File: config.mk
export PLATFORM = sky130hd
export DESIGN_NAME = id_ex_reg
export DESIGN_NICKNAME = d
export VERILOG_FILES = /design/src/rtl/cpu_pkg.sv /design/src/rtl/load_use_detect.sv /design/src/rtl/id_ex_reg.sv
export SDC_FILE = /design/constraint.sdc
export NUM_CORES = 1
export LEC_CHECK = 0
export ABC_AREA = 1
export BUFFER_PORTS_ARGS = -buffer_cell sky130_fd_sc_hd__buf_2
export CORE_ASPECT_RATIO = 0.9
export CORE_MARGIN = 2
export CORE_UTILIZATION = 42
export DETAILED_ROUTE_END_ITERATION = 16
export GPL_TIMING_DRIVEN = 0
export PLACE_DENSITY = 0.73
export SYNTH_ARGS = -nofsm -noshare
export SYNTH_HDL_FRONTEND = slang
export SYNTH_SLANG_ARGS = --single-unit
File: constraint.sdc
create_clock -name clk -period 1.5 [get_ports clk]
set_input_delay 0.225 -clock clk [delete_from_list [all_inputs] [get_ports clk]]
set_output_delay 0.225 -clock clk [all_outputs]
set_load 0.01 [all_outputs]
File: src/rtl/cpu_pkg.sv
// Shared CPU pipeline types: data/register widths, ALU operation classes and
// the ID/EX payload carried between decode and execute.
package cpu_pkg;

  localparam int unsigned DATA_W = 32;
  localparam int unsigned REG_W  = 5;

  typedef enum logic [1:0] {
    ALUOP_ADD   = 2'b00,
    ALUOP_SUB   = 2'b01,
    ALUOP_RTYPE = 2'b10,
    ALUOP_RSVD  = 2'b11
  } alu_op_e;

  typedef struct packed {
    logic [DATA_W-1:0] pc4;
    logic [DATA_W-1:0] rd1;
    logic [DATA_W-1:0] rd2;
    logic [DATA_W-1:0] imm;
    logic [REG_W-1:0]  rs;
    logic [REG_W-1:0]  rt;
    logic [REG_W-1:0]  rd;
    logic              reg_write;
    logic              mem_to_reg;
    logic              mem_read;
    logic              mem_write;
    logic              branch;
    logic              alu_src;
    logic              reg_dst;
    alu_op_e           alu_op;
  } id_ex_t;

  localparam id_ex_t ID_EX_BUBBLE = '0;

endpackage

File: src/rtl/load_use_detect.sv
// Load-use hazard detector: a load in EX whose destination feeds the
// instruction now in ID.
module load_use_detect
  import cpu_pkg::*;
(
  input  logic             ex_valid,
  input  logic             ex_mem_read,
  input  logic [REG_W-1:0] ex_rt,
  input  logic [REG_W-1:0] id_rs,
  input  logic [REG_W-1:0] id_rt,
  output logic             hazard
);

  // $zero never creates a dependency, so a load targeting it is ignored
  always_comb begin
    hazard = ex_valid & ex_mem_read & (ex_rt != REG_W'(0)) &
             ((ex_rt == id_rs) | (ex_rt == id_rt));
  end

endmodule

File: src/rtl/id_ex_reg.sv
// ID/EX pipeline register with flush, stall and load-use bubble insertion,
// plus a saturating count of hazard bubbles.
module id_ex_reg
  import cpu_pkg::*;
#(
  parameter int unsigned CNT_W = 16
) (
  input  logic              clk,
  input  logic              reset,
  input  logic              stall,
  input  logic              flush,
  input  logic [31:0]       id_pc4,
  input  logic [31:0]       id_rd1,
  input  logic [31:0]       id_rd2,
  input  logic [31:0]       id_imm,
  input  logic [4:0]        id_rs,
  input  logic [4:0]        id_rt,
  input  logic [4:0]        id_rd,
  input  logic              id_RegWrite,
  input  logic              id_MemtoReg,
  input  logic              id_MemRead,
  input  logic              id_MemWrite,
  input  logic              id_Branch,
  input  logic              id_ALUSrc,
  input  logic              id_RegDst,
  input  logic [1:0]        id_ALUOp,
  output logic [31:0]       ex_pc4,
  output logic [31:0]       ex_rd1,
  output logic [31:0]       ex_rd2,
  output logic [31:0]       ex_imm,
  output logic [4:0]        ex_rs,
  output logic [4:0]        ex_rt,
  output logic [4:0]        ex_rd,
  output logic              ex_RegWrite,
  output logic              ex_MemtoReg,
  output logic              ex_MemRead,
  output logic              ex_MemWrite,
  output logic              ex_Branch,
  output logic              ex_ALUSrc,
  output logic              ex_RegDst,
  output logic [1:0]        ex_ALUOp,
  output logic              ex_valid,
  output logic              load_use_stall,
  output logic [CNT_W-1:0]  bubble_cnt
);

  localparam logic [CNT_W-1:0] CNT_MAX = {CNT_W{1'b1}};

  id_ex_t           id_pl;
  id_ex_t           ex_d, ex_q;
  logic             valid_d, valid_q;
  logic [CNT_W-1:0] bubble_cnt_d, bubble_cnt_q;
  logic             hazard;

  load_use_detect u_load_use_detect (
    .ex_valid    (valid_q),
    .ex_mem_read (ex_q.mem_read),
    .ex_rt       (ex_q.rt),
    .id_rs       (id_rs),
    .id_rt       (id_rt),
    .hazard      (hazard)
  );

  // Gather decode-stage fields into one payload
  always_comb begin
    id_pl            = ID_EX_BUBBLE;
    id_pl.pc4        = id_pc4;
    id_pl.rd1        = id_rd1;
    id_pl.rd2        = id_rd2;
    id_pl.imm        = id_imm;
    id_pl.rs         = id_rs;
    id_pl.rt         = id_rt;
    id_pl.rd         = id_rd;
    id_pl.reg_write  = id_RegWrite;
    id_pl.mem_to_reg = id_MemtoReg;
    id_pl.mem_read   = id_MemRead;
    id_pl.mem_write  = id_MemWrite;
    id_pl.branch     = id_Branch;
    id_pl.alu_src    = id_ALUSrc;
    id_pl.reg_dst    = id_RegDst;
    id_pl.alu_op     = alu_op_e'(id_ALUOp);
  end

  // One action per edge: flush > stall > load-use bubble > load
  always_comb begin
    ex_d         = ex_q;
    valid_d      = valid_q;
    bubble_cnt_d = bubble_cnt_q;
    if (flush) begin
      ex_d    = ID_EX_BUBBLE;
      valid_d = 1'b0;
    end else if (stall) begin
      ex_d    = ex_q;
      valid_d = valid_q;
    end else if (hazard) begin
      ex_d    = ID_EX_BUBBLE;
      valid_d = 1'b0;
      if (bubble_cnt_q != CNT_MAX) begin
        bubble_cnt_d = bubble_cnt_q + CNT_W'(1);
      end
    end else begin
      ex_d    = id_pl;
      valid_d = 1'b1;
    end
  end

  always_ff @(posedge clk) begin
    if (reset) begin
      ex_q         <= ID_EX_BUBBLE;
      valid_q      <= 1'b0;
      bubble_cnt_q <= '0;
    end else begin
      ex_q         <= ex_d;
      valid_q      <= valid_d;
      bubble_cnt_q <= bubble_cnt_d;
    end
  end

  assign ex_pc4         = ex_q.pc4;
  assign ex_rd1         = ex_q.rd1;
  assign ex_rd2         = ex_q.rd2;
  assign ex_imm         = ex_q.imm;
  assign ex_rs          = ex_q.rs;
  assign ex_rt          = ex_q.rt;
  assign ex_rd          = ex_q.rd;
  assign ex_RegWrite    = ex_q.reg_write;
  assign ex_MemtoReg    = ex_q.mem_to_reg;
  assign ex_MemRead     = ex_q.mem_read;
  assign ex_MemWrite    = ex_q.mem_write;
  assign ex_Branch      = ex_q.branch;
  assign ex_ALUSrc      = ex_q.alu_src;
  assign ex_RegDst      = ex_q.reg_dst;
  assign ex_ALUOp       = ex_q.alu_op;
  assign ex_valid       = valid_q;
  assign load_use_stall = hazard;
  assign bubble_cnt     = bubble_cnt_q;

endmodule

# Word level (Yosys, flattened, before mapping)
# Cells that the tools add are included.
[classes]
mux = 2
n_eq_ne = 3
n_reduce_logical = 3
addsub = 1
bitwise_logic = 6
[ops]
columns = ["cell", "count"]
rows = [
  ["$mux 152", 1],
  ["$add 16x1->16 const B", 1],
  ["$ne 16x16->1 const B", 1],
  ["$eq 5x5->1", 2],
  ["$reduce_bool 5->1", 1],
  ["$reduce_and 4->1", 1],
  ["$and 1x1->1", 3],
  ["$not 1->1", 2],
  ["$reduce_or 2->1", 1],
  ["$mux 1", 1],
  ["$or 1x1->1", 1],
]
[word_totals]
word_cells = 32
reg_bits = 169
output_inout_bits = 170
input_bits = 156

# Depth between registers and ports, before layout
[logic_depth]
word_depth = 4
depth_mapped = 11
ltp_nobuf = 10

# By module
# A second synthesis with hierarchy kept.
[hier_totals]
cells_unflattened = 878
hier_area_um2 = 6470.0
[by_module_without_submodules]
columns = ["module", "area_each_um2", "cells_each", "seq_area_each_um2", "instances"]
rows = [
  ["id_ex_reg", 6267.3, 833, 3383.2, 1],
  ["load_use_detect", 202.7, 45, 0.0, 1],
]

# Least setup slack after synthesis
# OpenSTA, ideal clock, no wires.
[synth_timing]
path_kind = "reg-to-reg"
from = "register ex_q, in the netlist ex_rt[3]"
to = "register ex_q, in the netlist ex_rd1[30]"
slack_ps = 2
required_ps = 1366
arrival_time_ps = 1364
path_stages_with_launch = 12
path_buffers = 2
period_less_slack_ps = 1498
setup_time_ps = 134
cell_sequence = "dfxtp_1 > inv_2 > nand2_1 > nand2_1 > nor2_1 > nand3_2 > nand2_2 > nand2_4 > buf_12 > buf_8 > nand3_2 > a21oi_1"
[synth_via]
elab_chain_len = 4
elab_cells_between_ends = 7
classes_between = "eq/ne: 2; mux: 1; bitwise: 3; reduce/logical: 1"
[synth_lines]
columns = ["element", "line", "text"]
rows = [
  ["start, declared", "id_ex_reg.sv:50", "id_ex_t ex_d, ex_q;"],
  ["start signal, assigned", "id_ex_reg.sv:109", "ex_q <= ID_EX_BUBBLE;"],
  ["start signal, assigned", "id_ex_reg.sv:113", "ex_q <= ex_d;"],
  ["$eq 5x5->1 or $reduce_bool 5->1 (tied branches)", "load_use_detect.sv:17, load_use_detect.sv:16", ""],
  ["$or 1x1->1 or $and 1x1->1 (tied branches)", "load_use_detect.sv:17, load_use_detect.sv:16", ""],
  ["$and 1x1->1 (*)", "load_use_detect.sv:16", "hazard = ex_valid & ex_mem_read & (ex_rt != REG_W'(0)) &"],
  ["$mux 152 (*)", "id_ex_reg.sv:95", "end else if (hazard) begin"],
]
# Every way passes the cells marked *; elsewhere a longest branch is shown, timed or not.
# A chain may end at the register's enable or synchronous reset.

# Final worst setup path
[layout_timing]
from = "register ex_q, in the netlist ex_rt[4]"
to = "output load_use_stall"
[layout_via]
elab_chain_len = 3
elab_cells_between_ends = 6
classes_between = "eq/ne: 2; bitwise: 3; reduce/logical: 1"
[layout_lines]
columns = ["element", "line", "text"]
rows = [
  ["$eq 5x5->1 or $reduce_bool 5->1 (tied branches)", "load_use_detect.sv:17, load_use_detect.sv:16", ""],
  ["$or 1x1->1 or $and 1x1->1 (tied branches)", "load_use_detect.sv:17, load_use_detect.sv:16", ""],
  ["$and 1x1->1 (*)", "load_use_detect.sv:16", ""],
  ["end, declared", "id_ex_reg.sv:43", "output logic load_use_stall,"],
]
# Marks and branches as above.

==> out/metrics.csv <==
stage,metric,value,unit
run_status,outcome,"finished, violations left",
run_status,failing checks,negative setup slack,
synthesis,mux cell area share after synthesis,0,%
global_routing,remaining global-route overflow,0,
clock_network,maximum level of the CTS H-tree,4,
sta,Worst Skew,0.00779,ns
sta,worst slew pin tran,0.792,ns
drt,DR vias,7607,
floorplan,num ports,326,
sta,worst setup margin,-0.383,ns
synthesis,Netlist cell types,27,
synthesis,Post-Synth XOR/XNOR Area,0.247,%
run,max cap viols,0,
setup_path,R2R setup slack,-0.35,ns
clock_network,Num CTS Buffers,17,
placement,I/O Buffers,324,
synthesis,Cells after Synth,886,
worst_hold_path,worst hold path type,in -> reg,
sta,hold slack,0.0465,ns
placement,GPL Wtd Cong,0.839,
global_routing,first-pass GRT wire length,33800,um
global_routing,initial antenna violation count,2,
cells_and_area,Inserted Diodes,0,
setup_path,critical-path cell list,inv_2 > nand2_1 > nand2_1 > nor2_1 > nand3_1 > nand2_4 > nand2_8 > buf_6 > inv_2 > buf_6,
clock_network,Clock Latency Late Sink,0.43,ns
floorplan,Vert. Die Dim,127,um
floorplan,Die W,141,um
placement,Post-DP HPWL,16500,um
cells_and_area,"Design Area, Final",10700,um2
sta,setup TNS,-41.26,ns
global_routing,vias in the first global route,6541,
synthesis,Synth Area in Compound Gates,12.8,%
synthesis,Post-Synth Simple-Gate Area,30.9,%
drt,DR iter-0 viols,297,
floorplan,die area,17900,um2
drt,DR vias/cell,5.13,
sta,Slew Limit Fails,0,
setup_path,CP Launch Type,flop,
drt,total wire length,24400,um
cells_and_area,synthesis-to-finish area growth,50.5,%
drt,DRT Pass-1 Iters,6,
floorplan,Initial Util,42.5,%
sta,Fin. Hold Viols,0,
power_and_ir_drop,LEAKAGE,4.92,nW
setup_path,CP Capture Type,primary output,
power_and_ir_drop,pwr dens,960,nW/um2
power_and_ir_drop,worst vdd ir,0.770,mV
sta,FMAX,531,MHz
setup_path,CP arrival,1.66,ns
cells_and_area,# nets final,1416,
sta,slew margin rel.,47.2,%
synthesis,largest family of logic cells by synthesized area,simple AND/OR/NAND/NOR gates,
global_routing,largest net degree at the start of global routing,19,
drt,# DRC,0,
synthesis,Synth Cell Area,7080,um2
setup_path,critical path class,reg -> out,
setup_path,crit path max fanout,6,
sta,Tcrit/Tclk final,126,%
floorplan,row cnt,45,
synthesis,syn_nets,1043,
drt,ANT nets after route,0,
synthesis,synthesized-area fraction occupied by adder cells,0.177,%
clock_network,root buf cell,clkbuf_16,
setup_path,CP max-delay cell,dfxtp_4,
floorplan,core area,16700,um2
setup_path,crit-path max cell delay,0.39,ns
setup_path,"Req. time, crit path",1.27,ns
clock_network,CTS tree,done,
sta,final setup vio count,170,
cells_and_area,share of cells above drive strength 1,46.0,%
global_routing,gr usage total,23.7,%
clock_network,CTS clock-pin slew for the worst setup and hold paths,0.07,ns
drt,drt wl/cell,16.4,um
synthesis,register area share after synthesis,47.8,%
placement,Post-DP Area,8970,um2
synthesis,Ys Warns,0,
synthesis,synthesized area per cell,7.99,um2
synthesis,register bit total from synthesis,169,
sta,unrepaired setup endpoints after global routing,true,
sta,Final min period,1.88,ns
clock_network,Sink Count,169,
clock_network,clock buffer depth,2,
==> stage by stage <==
step	util, %	total power, mW	instances	worst slack (ns)
2_1_floorplan	-	5.31	886	0.00216
3_3_place_gp	53.8	5.79	1421	-0.486
3_5_place_dp	53.8	5.81	1421	-0.457
4_1_cts	58.2	10.2	1457	-0.334
5_1_grt	63.9	10.6	1483	-0.441
6_report	63.9	10.2	1483	-0.383
==> power breakdown <==
group          leakage [nW]  total (mW)  switching (mW)  internal (mW)
registers              1.38        4.68          0.0695           4.61
clock network         0.288        4.44            1.95           2.50
logic                  3.26        1.11           0.646          0.462
total                  4.92        10.2            2.66           7.57
==> Yosys cell counts (all sizes together) <==
master  number  area share [%]
nand2      206              11
dfxtp      169              48
nand3      163              16
a21oi      154              11
inv         47             2.5
nor2        41             2.2
buf         37             3.9
clkbuf      32             1.7
nand4       13             1.2
o21bai      12             1.3
nor3         4            0.28
nor4         2            0.18
xnor2        2            0.25
clkinv       1           0.053
ha           1            0.18
o31a         1            0.12
or2          1           0.088
==> placed cells by master, fill, tap and decap left out, drive strengths merged <==
master	instances
nand3	163
ha	1
nor3	4
o31a	1
nand4	13
nand2	206
o21bai	12
dfxtp	169
clkinv	7
nor2	41
nor4	2
buf	374
xnor2	2
clkbuf	67
inv	52
or2	1
bufinv	2
a21oi	154
clkinvlp	1
==> repair_timing <==
action,CTS,global route
pin swaps,13,20
hold buffers,0,0
setup buffers,5,6
setup endpoints to repair,170,170
gates cloned,0,20
resized for setup,39,103
==> worst paths after layout <==
check / startpoint / endpoint / cells after the start
setup reg to reg: ex_rt[4] / ex_rd2[10] / 13
hold / removal: id_rd1[20] / ex_rd1[20] / 3
hold reg to reg: ex_imm[1] / ex_imm[1] / 2
setup / recovery: ex_rt[4] / load_use_stall / 10
==> flip-flops by register name, summed over array words and instances, names as in the netlist <==
register	count
bubble_cnt	16
ex_ALUOp	2
ex_ALUSrc	1
ex_Branch	1
ex_MemRead	1
ex_MemWrite	1
ex_MemtoReg	1
ex_RegDst	1
ex_RegWrite	1
ex_imm	32
ex_pc4	32
ex_rd	5
ex_rd1	32
ex_rd2	32
ex_rs	5
ex_rt	5
ex_valid	1
==> critical path: cells and delay by family, from the launching register on <==
kind | cells | cell delay (ns)
and+or+nand+nor | 6 | 0.54
DFF | 1 | 0.39
buffers and inverters | 4 | 0.29
==> metal layers <==
metal / wire length (um) / track usage, % / vias up
li1: - / - / 3708
met1: 9410 / 26.8 / 3561
met2: 12500 / 42.2 / 290
met3: 1960 / 8.02 / 44
met4: 502 / 8.00 / 4
met5: 28 / 0 / -
==> cell families (layout without fill, tap and decap cells) <==
kind of cell,count (synthesis),count (layout)
AOI/OAI and AO/OA,167,167
xor gates and xnor gates,2,2
adders and majority gates,1,1
buffers and inverters,117,503
DFF,169,169
and+or+nand+nor,430,430
==> area by class of cell <==
class	count	area [um2]
fill	1438	6010
multi-input combinational	600	3500
sequential	169	3410
timing repair buffer	355	2200
buffer	68	509
clock buffer	18	429
tap	211	264
inverter	48	180
clock inverter	14	163
No activity file was read; power rests on OpenSTA's default activity.
